### config.mk
export PLATFORM = sky130hd
export DESIGN_NAME = fsk_tx_scheduler
export DESIGN_NICKNAME = d
export VERILOG_FILES = /design/src/rtl/fsk_pkg.sv /design/src/rtl/fsk_rr_arbiter2.sv /design/src/rtl/fsk_tx_scheduler.sv
export SDC_FILE = /design/constraint.sdc
export NUM_CORES = 1
export LEC_CHECK = 0
export CAP_MARGIN = 20
export CORE_UTILIZATION = 56
export CTS_BUF_LIST = sky130_fd_sc_hd__clkbuf_16
export DETAILED_ROUTE_END_ITERATION = 16
export PLACE_DENSITY = 0.89
export SLEW_MARGIN = 20
export SYNTH_ARGS = -nofsm -noshare
export SYNTH_HDL_FRONTEND = slang
export SYNTH_HIERARCHICAL = 1
export SYNTH_SLANG_ARGS = --single-unit
### constraint.sdc
create_clock -name sysclk -period 4.1 [get_ports sysclk]
set_input_delay 0.82 -clock sysclk [delete_from_list [all_inputs] [get_ports sysclk]]
set_output_delay 0.82 -clock sysclk [all_outputs]
set_load 0.01 [all_outputs]
### src/rtl/fsk_pkg.sv
// Shared constants for the FSK link (modulator, demodulator, deserializer, tx scheduler).
// Holds the payload width, the bit period in sysclk cycles, the tx framing FSM encoding
// and a helper that gives the frame length in bits.
package fsk_pkg;

    localparam int unsigned DATA_W     = 12;
    localparam int unsigned BIT_CYCLES = 16;

    typedef enum logic [2:0] {
        IDLE   = 3'd0,
        START  = 3'd1,
        DATA   = 3'd2,
        PARITY = 3'd3,
        STOP   = 3'd4
    } fsk_state_t;

    // Start bit + payload + optional parity + stop bit(s).
    function automatic int unsigned frame_bits(input int unsigned parity_en,
                                               input int unsigned stop_bits);
        return 1 + DATA_W + parity_en + stop_bits;
    endfunction

endpackage

### src/rtl/fsk_rr_arbiter2.sv
// Two-requester round-robin arbiter for the FSK tx scheduler.
// Ports:
//   sysclk, reset   - clock, asynchronous active-high reset
//   req0, req1      - channel valid flags
//   allow           - scheduler can accept a word this cycle
//   ready0, ready1  - combinational accept strobes
//   grant           - channel currently selected (0 or 1)
// The pointer only moves on a completed handshake, to the channel that lost.
module fsk_rr_arbiter2 (
    input  logic sysclk,
    input  logic reset,
    input  logic req0,
    input  logic req1,
    input  logic allow,
    output logic ready0,
    output logic ready1,
    output logic grant
);

    logic rr_ptr;
    logic handshake;

    always_comb begin
        // A lone requester wins outright; a tie (or no request) falls back to the pointer.
        if (req0 && !req1) begin
            grant = 1'b0;
        end else if (req1 && !req0) begin
            grant = 1'b1;
        end else begin
            grant = rr_ptr;
        end
        ready0    = allow && !grant;
        ready1    = allow && grant;
        handshake = (ready0 && req0) || (ready1 && req1);
    end

    always_ff @(posedge sysclk or posedge reset) begin
        if (reset) begin
            rr_ptr <= 1'b0;
        end else if (handshake) begin
            rr_ptr <= ~grant;
        end
    end

endmodule

### src/rtl/fsk_tx_scheduler.sv
// Transmit-side scheduler for the FSK link: picks a word from one of two channels
// (round-robin) and serialises it onto tx_serial as start, data MSB first, optional even
// parity and stop bit(s), each bit held for BIT_CYCLES sysclk cycles.
// Ports:
//   sysclk, reset          - clock, asynchronous active-high reset
//   enable                 - allows new words to be accepted; never aborts a frame
//   chN_valid/data/ready   - word sources, ready is a combinational accept strobe
//   tx_serial              - serial line to the modulator, idles high
//   busy, active_ch        - frame in flight and the channel it came from
//   frame_done             - one-cycle pulse in the first idle cycle after a frame
module fsk_tx_scheduler
    import fsk_pkg::*;
#(
    parameter int unsigned PARITY_EN = 1,
    parameter int unsigned STOP_BITS = 1
) (
    input  logic              sysclk,
    input  logic              reset,
    input  logic              enable,
    input  logic              ch0_valid,
    input  logic [DATA_W-1:0] ch0_data,
    output logic              ch0_ready,
    input  logic              ch1_valid,
    input  logic [DATA_W-1:0] ch1_data,
    output logic              ch1_ready,
    output logic              tx_serial,
    output logic              busy,
    output logic              active_ch,
    output logic              frame_done
);

    localparam int unsigned CNT_W = (BIT_CYCLES > 1) ? $clog2(BIT_CYCLES) : 1;
    localparam int unsigned IDX_W = $clog2(DATA_W);
    localparam logic [CNT_W-1:0] CNT_LAST  = CNT_W'(BIT_CYCLES - 1);
    localparam logic [IDX_W-1:0] IDX_TOP   = IDX_W'(DATA_W - 1);
    localparam logic [IDX_W-1:0] STOP_LAST = IDX_W'(STOP_BITS - 1);

    fsk_state_t        state;
    logic [CNT_W-1:0]  cnt;
    logic [IDX_W-1:0]  bit_idx;
    logic [DATA_W-1:0] shift_reg;
    logic              parity_bit;
    logic              grant;
    logic              accept;
    logic [DATA_W-1:0] sel_data;

    fsk_rr_arbiter2 u_arb (
        .sysclk (sysclk),
        .reset  (reset),
        .req0   (ch0_valid),
        .req1   (ch1_valid),
        .allow  ((state == IDLE) && enable),
        .ready0 (ch0_ready),
        .ready1 (ch1_ready),
        .grant  (grant)
    );

    always_comb begin
        accept   = (ch0_ready && ch0_valid) || (ch1_ready && ch1_valid);
        sel_data = grant ? ch1_data : ch0_data;
    end

    // tx_serial is loaded with the next bit on the edge that ends the current one, so the
    // line is always a registered output and every bit lasts exactly BIT_CYCLES cycles.
    always_ff @(posedge sysclk or posedge reset) begin
        if (reset) begin
            state      <= IDLE;
            cnt        <= '0;
            bit_idx    <= '0;
            shift_reg  <= '0;
            parity_bit <= 1'b0;
            tx_serial  <= 1'b1;
            busy       <= 1'b0;
            active_ch  <= 1'b0;
            frame_done <= 1'b0;
        end else begin
            frame_done <= 1'b0;
            if (state == IDLE) begin
                tx_serial <= 1'b1;
                if (accept) begin
                    shift_reg  <= sel_data;
                    parity_bit <= ^sel_data;
                    active_ch  <= grant;
                    busy       <= 1'b1;
                    tx_serial  <= 1'b0;
                    cnt        <= '0;
                    state      <= START;
                end
            end else if (cnt != CNT_LAST) begin
                cnt <= cnt + 1'b1;
            end else begin
                cnt <= '0;
                case (state)
                    START: begin
                        state     <= DATA;
                        bit_idx   <= IDX_TOP;
                        tx_serial <= shift_reg[DATA_W-1];
                    end
                    DATA: begin
                        if (bit_idx == '0) begin
                            // bit_idx is reused as the stop-bit counter
                            bit_idx <= '0;
                            if (PARITY_EN != 0) begin
                                state     <= PARITY;
                                tx_serial <= parity_bit;
                            end else begin
                                state     <= STOP;
                                tx_serial <= 1'b1;
                            end
                        end else begin
                            bit_idx   <= bit_idx - 1'b1;
                            shift_reg <= shift_reg << 1;
                            tx_serial <= shift_reg[DATA_W-2];
                        end
                    end
                    PARITY: begin
                        state     <= STOP;
                        bit_idx   <= '0;
                        tx_serial <= 1'b1;
                    end
                    STOP: begin
                        if (bit_idx == STOP_LAST) begin
                            state      <= IDLE;
                            busy       <= 1'b0;
                            frame_done <= 1'b1;
                        end else begin
                            bit_idx <= bit_idx + 1'b1;
                        end
                    end
                    default: begin
                        state     <= IDLE;
                        busy      <= 1'b0;
                        tx_serial <= 1'b1;
                    end
                endcase
            end
        end
    end

endmodule

# [Word level (Yosys, flattened, before mapping)]
# Index checks and enable logic that the tools add are counted.
[word_totals] regBits=29 latch_bits=0 ramBits=0 mem_bits_ro=0 out_inout_bits=6 mem_count=0
[op_classes] addsub=3 n_mul=0 div_mod_pow=0 order_cmp=0 n_eq_ne=13 shifts=0 muxes=34 bitwise_logic=3 reduce_logical=23
[op_table] operator="2-to-1 mux 12 bit" n=6
[op_table] operator="2-to-1 mux 4 bit" n=5
[op_table] operator="case mux 4 bit (4 select lines)" n=1
[op_table] operator="AND reduction 4 bit" n=4
[op_table] operator="2-to-1 mux 3 bit" n=5
[op_table] operator="2-to-1 mux 1 bit" n=14
[op_table] operator="case mux 3 bit (4 select lines)" n=1
[op_table] operator="XOR reduction 12 bit" n=1
[op_table] operator="inequality test 2 bit, second input constant" n=5
[op_table] operator="adder 4 x 1 -> 4 bit, second input constant" n=2
[op_table] operator="logical AND 1 bit" n=7
[op_table] operator="equality test 3 x 2 -> 1 bit, second input constant" n=2
[op_table] operator="inequality test 3 bit, second input constant" n=2
[op_table] operator="zero test 4 bit" n=1
[op_table] operator="inequality test 4 bit, second input constant" n=1
[op_table] operator="AND reduction 2 bit" n=2
[op_table] operator="nonzero test 4 bit" n=1
[op_table] operator="subtractor 4 x 1 -> 4 bit, second input constant" n=1
[op_table] operator="equality test 3 x 1 -> 1 bit, second input constant" n=1
[op_table] operator="equality test 3 bit, second input constant" n=1
[op_table] operator="zero test 1 bit" n=3
[op_table] operator="zero test 3 bit" n=1
[op_table] operator="inverter 1 bit" n=3
[op_table] operator="case mux 1 bit (3 select lines)" n=1
[op_table] operator="other kinds (5)" n=5

# [Logic depth before layout (Yosys ltp)]
# Gate-level depths: netlist of the first run.
[logic_depth] word_depth=10 ltp_mapped=11

# [Hierarchy]
# The synthesis of the first run kept the hierarchy.
[modules_own_cells] mod="fsk_tx_scheduler" n_inst=1 cells_per_inst=213 area_per_inst_um2=1874.3 seq_area_each_um2=701.9
[modules_own_cells] mod="fsk_rr_arbiter2" n_inst=1 cells_per_inst=12 area_per_inst_um2=93.8 seq_area_each_um2=25.0

# [Worst setup path before layout of the first run]
# No wires, ideal clock.
[synth_timing] path_kind="reg2reg" start="register state[1]" end="register shift_reg[9]" setup_ps=128 t_arrival_ps=2220 required_time_ps=3972 path_slack_ps=1752 stages_incl_launch_ff=12 n_path_buf=2 path_cell_list="dfrtp_1 buf_4 nor3_1 and2_1 nand2b_1 o2bb2ai_1 a22oi_1 o22ai_1 nand2_1 buf_2 nand2_1 o21ai_0"
[synth_between] elab_chain_cells=7 elab_cells_between_ends=14 classes_between="4 x eq/ne; 1 x mux; 9 x reduce/logical"
[synth_lines] element="start, declared" line_no="fsk_tx_scheduler.sv:38" rtl="fsk_state_t state;"
[synth_lines] element="start signal, assigned" line_no="fsk_tx_scheduler.sv:67" rtl="state <= IDLE;"
[synth_lines] element="start signal, assigned" line_no="fsk_tx_scheduler.sv:87" rtl="state <= START;"
[synth_lines] element="start signal, assigned" line_no="fsk_tx_scheduler.sv:95" rtl="state <= DATA;"
[synth_lines] element="zero test 3 bit" line_no="fsk_tx_scheduler.sv:52" rtl=".allow ((state == IDLE) && enable),"
[synth_lines] element="logical AND 1 bit" line_no="fsk_tx_scheduler.sv:52"
[synth_lines] element="logical AND 1 bit" line_no="fsk_rr_arbiter2.sv:32" rtl="ready0 = allow && !grant;"
[synth_lines] element="named net ch0_ready" line_no="fsk_tx_scheduler.sv:22" rtl="output logic ch0_ready,"
[synth_lines] element="logical AND 1 bit" line_no="fsk_tx_scheduler.sv:59" rtl="accept = (ch0_ready && ch0_valid) || (ch1_ready && ch1_valid);"
[synth_lines] element="logical OR 1 bit" line_no="fsk_tx_scheduler.sv:59"
[synth_lines] element="inequality test 2 bit (no source line)"
[synth_lines] element="AND reduction 4 bit (no source line)"
[synth_lines] element="end signal, assigned" line_no="fsk_tx_scheduler.sv:81" rtl="shift_reg <= sel_data;"
[synth_lines] element="end signal, assigned" line_no="fsk_tx_scheduler.sv:112" rtl="shift_reg <= shift_reg << 1;"
[synth_lines] element="end, declared" line_no="fsk_tx_scheduler.sv:41" rtl="logic [DATA_W-1:0] shift_reg;"
# The timed path passes the listed nets, and every way through them passes these cells.
# A chain may end at the register's enable or synchronous reset.

# [Worst setup path in the final report of the first run]
[layout_timing] start="register state[1]" end="output ch0_ready"
[layout_between] elab_chain_cells=3
[layout_lines] element="zero test 3 bit" line_no="fsk_tx_scheduler.sv:52"
[layout_lines] element="logical AND 1 bit" line_no="fsk_tx_scheduler.sv:52"
[layout_lines] element="logical AND 1 bit" line_no="fsk_rr_arbiter2.sv:32"
[layout_lines] element="end, declared" line_no="fsk_tx_scheduler.sv:22"
# Every way passes these cells.

==> impl_metrics.csv, run 1 <==
group,metric,value,unit
synth,synth_edf_count,0,
synth,synth_nets,258,
power_and_ir_drop,power_leakage,0.964,nW
die,die-area,3760,um^2
sta,setup_viol,0,
sta,clock.fmax,301,MHz
clocking,post-cts-setup-buffers,0,
die,initial_core_util,58.5,%
power_and_ir_drop,finalPower,0.000713,W
power_and_ir_drop,power_density,294,nW/um^2
synth,avgSynthCellArea,8.75,um^2
final_layout,area_growth_syn_to_layout,23.3,%
power_and_ir_drop,p_sw_share,21.5,%
sta,setup-tns-final,0,ns
clocking,cts_hold_buf,0,
detailed_routing,drt-initial-drc-count,147,
synth,synth_top_cell_by_area,"dfrtp_1",
final_layout,fillerInstances,262,
clocking,root_buffer,"clkbuf_16",
sta,rsz0062_at_grt,"no",
final_layout,largest_register_ffs,12,
die,die_w,61.3,um
die,coreArea,3360,um^2
die,row_count,21,
detailed_routing,drt_wl_total,4450,um
placement,portBuffers,34,
placement,placed_cell_area,2290,um^2
clocking,clock_latency,0.27,ns
flow_run,max-cap-violations,0,
synth,async_flop_share,100,%
final_layout,drive_gt1_share,5.47,%
sta,slew_headroom,41.6,%
global_route,grt_max_degree,29,
detailed_routing,highest_layer,"met4",
detailed_routing,viasPerCell,5.74,
detailed_routing,ant_nets,0,
status,status,"finished clean",
global_route,antenna_found_initial,0,
critical_path,rrSetupSlack,1.14,ns
clocking,cts_sinks,29,
clocking,post_cts_resized,0,
clocking,numCtsBuffers,5,
critical_path,critical_path_class,"reg -> out",
sta,period_needed,3.32,ns
detailed_routing,met1_length,1870,um
sta,tightest_slew,0.876,ns
power_and_ir_drop,pwr-share-comb,12.9,%
critical_path,critPathLaunchType,"flip-flop",
final_layout,diodes,0,
detailed_routing,wl_per_cell,14.7,um
worst_hold_path,hp-class,"reg -> reg",
final_layout,fin_nets,288,
global_route,grt_pass1_vias,1613,
synth,yosysWarnings,6,
sta,fin_skew,0.00813,ns
critical_path,worstPathRequired,3.28,ns
global_route,overflow,0,
power_and_ir_drop,p_seq_share,40.3,%
power_and_ir_drop,irDropWorstVdd,0.311,mV
synth,yosysTopAreaCellShare,35.6,%
die,die_h,61.3,um
sta,drv_slew,0,
global_route,grt_pass1_wl,7070,um
synth,synth_common_cells,"nand2_1, dfrtp_1, a21oi_1",
clocking,cts_buffer_depth,2,
critical_path,worst-path-max-fanout,13,
sta,hold_viol,0,
detailed_routing,wl_met2,2340,um
synth,synth_seq_cells,29,
global_route,grt_use_total,26.1,%
detailed_routing,dr.pass1.iters,4,
detailed_routing,via_count,1733,
placement,hpwlAfterDp,3260,um
critical_path,crit_arrival,2.50,ns
detailed_routing,dr_wl_met3,174,um
power_and_ir_drop,p_clk_share,46.8,%
clocking,clk_pin_slew,0.05,ns
sta,post-route-period-util,80.9,%
synth,synthFlopType,"dfrtp_1",
clocking,cts_tree,"built",
synth,synthCells,225,
power_and_ir_drop,netSwitchingPower,0.000153,W
synth,syn_area,1970,um^2
power_and_ir_drop,p_int,0.000560,W
die,ios,35,
synth,yosysMostFrequentCell,"nand2_1",
placement,finalWeightedCongestion,0.830,
synth,synth.distinct_cells,48,
critical_path,crit_path_end_kind,"primary output",
synth,synth.area.top_cells,"dfrtp_1, mux2i_1, nand2_1",
detailed_routing,drc_errors,0,
synth,yosysSeqAreaShare,36.9,%
clocking,htree_levels,2,
final_layout,final_cell_area,2430,um^2
-- per-layer routing --
layer	GRT usage (%)	vias to the layer above
met2	48.1	47
met5	0	-
met4	8.44	0
met3	5.25	9
met1	30.1	817
li1	-	860
-- cell families (layout without fill, tap and decap cells) --
| family | Yosys count | after routing | synth area share, % |
|---|---|---|---|
| xor gates and xnor gates | 16 | 16 | 7.82 |
| muxes | 19 | 19 | 9.73 |
| AOI/OAI and AO/OA | 65 | 65 | 20.2 |
| DFF | 29 | 29 | 36.9 |
| adders and majority gates | 4 | 4 | 2.54 |
| buffers and inverters | 19 | 50 | 5.72 |
| and+or+nand+nor | 73 | 73 | 17.1 |
-- metrics by stage --
step	std cells	utilization [%]	worst slack (ns)	hold WS, ns
CTS	302	72.2	0.792	0.493
floorplan	225	-	1.75	0.449
detailed placement	294	68.1	0.832	0.482
finish	302	72.2	0.781	0.489
global placement	294	68.1	0.893	0.463
global route	302	72.2	0.645	0.528
-- worst paths after layout --
kind / from / cells after the start / endpoint
max: state[1]$_DFFE_PP0P_ / 5 / ch0_ready
min in group asynchronous: reset / 2 / u_arb/rr_ptr$_DFFE_PP0P_
min reg2reg: shift_reg[8]$_DFFE_PP0P_ / 2 / shift_reg[8]$_DFFE_PP0P_
min: shift_reg[8]$_DFFE_PP0P_ / 2 / shift_reg[8]$_DFFE_PP0P_
max reg2reg: state[1]$_DFFE_PP0P_ / 8 / shift_reg[0]$_DFFE_PP0P_
max in group asynchronous: reset / 2 / shift_reg[5]$_DFFE_PP0P_
-- area by class of cell --
cell class	instances	area, um^2	share of cell area [%]
multi-input combinational	177	1130	46.6
sequential	29	727	29.9
timing repair buffer	35	348	14.3
clock buffer	5	125	5.15
tap	46	57.6	2.37
inverter	7	26.3	1.08
clock inverter	3	11.3	0.464
-- power by group through the flow --
stage / registers, W / logic, W / clock network [W]
6_report: 0.000287 / 0.0000920 / 0.000334
5_1_grt: 0.000287 / 0.0000998 / 0.000348
4_1_cts: 0.000287 / 0.0000928 / 0.000335
3_5_place_dp: 0.000291 / 0.0000925 / 0
3_3_place_gp: 0.000291 / 0.0000900 / 0
2_1_floorplan: 0.000291 / 0.0000521 / 0
-- worst max-delay path, cell delays in order, from the launching register on --
cell             delay, ns
dfrtp_1               0.53
nor3_1                0.47
and2_1                0.30
nand2b_1              0.08
o2bb2ai_1             0.24
clkdlybuf4s50_1       0.60
-- cells in the final DEF, fill, tap and decap left out, types with 5 or more instances in the layout --
master	n
nor2_1	19
clkbuf_16	5
inv_1	9
dfrtp_1	28
a21oi_1	20
xor2_1	10
nand2_1	29
clkdlybuf4s50_1	34
xnor2_1	5
nor3_1	5
mux2i_1	18
o21ai_1	5
o21ai_0	17
Power figures use the tool's default switching activity.
==> inputs of run 2 (changes only) <==
CORE_UTILIZATION = 53   (was 56)
PLACE_DENSITY = 0.85   (was 0.89)
clock period = 3.3 ns   (was 4.1 ns; I/O delays follow)
==> impl_metrics.csv, run 2 (synthesized netlist as in run 1, its figures left out) <==
group,metric,value,unit
sta,period_needed,3.14,ns
detailed_routing,dr.pass1.iters,4,
power_and_ir_drop,p_int,0.000699,W
power_and_ir_drop,pwr-share-comb,13.1,%
final_layout,mostFrequentLayoutCell,"clkdlybuf4s50_1",
detailed_routing,via_count,1724,
final_layout,final_core_util,71.8,%
die,row_count,21,
clocking,numCtsBuffers,5,
global_route,grt_pass1_wl,7660,um
clocking,cts_sinks,29,
final_layout,multi_input_area,1130,um^2
final_layout,fillerInstances,264,
global_route,use_met1,30.4,%
clocking,cts_hold_buf,0,
critical_path,reg2reg_depth,9,
die,die-area,3960,um^2
global_route,antenna_found_initial,0,
power_and_ir_drop,p_seq_share,40.2,%
power_and_ir_drop,p_sw_share,21.2,%
detailed_routing,drt-initial-drc-count,199,
die,coreArea,3440,um^2
global_route,met2_usage,42.1,%
worst_hold_path,hp-class,"reg -> reg",
status,status,"finished clean",
flow_run,max-cap-violations,0,
final_layout,area_growth_syn_to_layout,25.6,%
die,ios,35,
clocking,clk_pin_slew,0.05,ns
critical_path,crit_path_end_kind,"primary output",
final_layout,drive_gt1_share,6.92,%
sta,rsz0062_at_grt,"no",
sta,clock.fmax,319,MHz
sta,post-route-period-util,95.0,%
power_and_ir_drop,power_leakage,0.979,nW
clocking,htree_levels,2,
detailed_routing,drt_wl_total,4230,um
placement,portBuffers,34,
critical_path,worstPathRequired,2.64,ns
placement,hpwlAfterDp,3030,um
critical_path,critPathLaunch,"state[0]$_DFFE_PP0P_",
detailed_routing,wl_per_cell,13.8,um
clocking,post-cts-setup-buffers,0,
final_layout,diodes,0,
power_and_ir_drop,netSwitchingPower,0.000188,W
detailed_routing,ant_nets,0,
clocking,clock_latency,0.27,ns
power_and_ir_drop,p_clk_share,46.7,%
critical_path,critPathLaunchType,"flip-flop",
sta,fin_skew,0.00202,ns
global_route,met3_usage,4.74,%
detailed_routing,viasPerCell,5.63,
critical_path,rr_startpoint,"state[0]$_DFFE_PP0P_",
final_layout,mostFrequentLayoutCells,"clkdlybuf4s50_1, nand2_1, dfrtp_1, a21oi_1, nor2_1",
die,die_h,62.9,um
clocking,root_buffer,"clkbuf_16",
die,die_w,62.9,um
final_layout,ff_latch_area,727,um^2
worst_hold_path,min_from,"shift_reg[11]$_DFFE_PP0P_",
critical_path,worst-path-max-fanout,10,
final_layout,fin_nets,292,
sta,setup-tns-final,0,ns
clocking,cts_buffer_depth,2,
power_and_ir_drop,power_density,359,nW/um^2
global_route,grt_use_total,24.4,%
sta,drv_slew,0,
global_route,grt_max_degree,29,
sta,hold_viol,0,
global_route,grt_most_used_layer,"met2",
sta,tightest_slew,0.880,ns
critical_path,critical_path_class,"reg -> out",
clocking,cts_tree,"built",
die,initial_core_util,57.2,%
detailed_routing,drc_errors,0,
power_and_ir_drop,irDropWorstVdd,0.235,mV
global_route,grt_pass1_vias,1677,
clocking,post_cts_resized,0,
sta,slew_headroom,41.3,%
critical_path,crit_arrival,2.48,ns
final_layout,largest_register_ffs,12,
sta,setup_viol,0,
global_route,overflow,0,
worst_hold_path,whs_path_depth,2,
placement,finalWeightedCongestion,0.819,
## run 2: cell count changes in the layout (fill, tap and decap cells not counted), sizes merged
cell | before | now
buf | 1 | 5
inv | 10 | 7
clkinv | 0 | 3
## run 2: per-stage QoR
stage / instances / power (W) / worst slack, ns / instance area, um^2 / hold WS [ns]
floorplan: 225 / 0.000427 / 0.952 / 1970 / 0.389
detailed placement: 298 / 0.000479 / 0.373 / 2330 / 0.471
global placement: 298 / 0.000476 / 0.423 / 2330 / 0.460
CTS: 306 / 0.000896 / 0.206 / 2470 / 0.481
global route: 306 / 0.000926 / 0.0490 / 2470 / 0.509
finish: 306 / 0.000887 / 0.164 / 2470 / 0.479
## run 2: area by class of cell
| cell class | instances | area share [%] |
|---|---|---|
| multi-input cells | 177 | 45.8 |
| flip-flops and latches | 29 | 29.4 |
| repair buffers | 39 | 15.8 |
| clock buffers | 5 | 5.06 |
| well taps | 46 | 2.33 |
| inverters | 7 | 1.06 |
| clock inverters | 3 | 0.506 |
## run 2: worst paths after layout
kind | endpoint | slack, ns
max | ch0_ready | 0.16
min reg2reg | shift_reg[11]$_DFFE_PP0P_ | 0.48
max reg2reg | tx_serial$_DFFE_PP1P_ | 0.59
min in group asynchronous | u_arb/rr_ptr$_DFFE_PP0P_ | 0.56
max in group asynchronous | tx_serial$_DFFE_PP1P_ | 2.20
min | shift_reg[11]$_DFFE_PP0P_ | 0.48
## run 2: critical path: stages (launching register included)
cell and delay (ns):
dfrtp_1 0.50, nor3_1 0.45, and2_1 0.31, nand2b_1 0.09, o2bb2ai_1 0.25, clkdlybuf4s50_1 0.61
## run 2: per-layer routing
| metal | up-vias | share of wire, % |
|---|---|---|
| met5 | - | 0 |
| met4 | 0 | 1.7 |
| met3 | 7 | 3.2 |
| met2 | 35 | 52 |
| met1 | 816 | 43 |
| li1 | 866 | - |
## run 2: power groups by stage
stage                     sequential, W  combinational, W  clock (W)
after detailed placement       0.000362          0.000117          0
after global placement         0.000362          0.000114          0
final                          0.000357          0.000116   0.000414
after floorplan                0.000362         0.0000647          0
after global routing           0.000356          0.000126   0.000444
after CTS                      0.000356          0.000117   0.000423
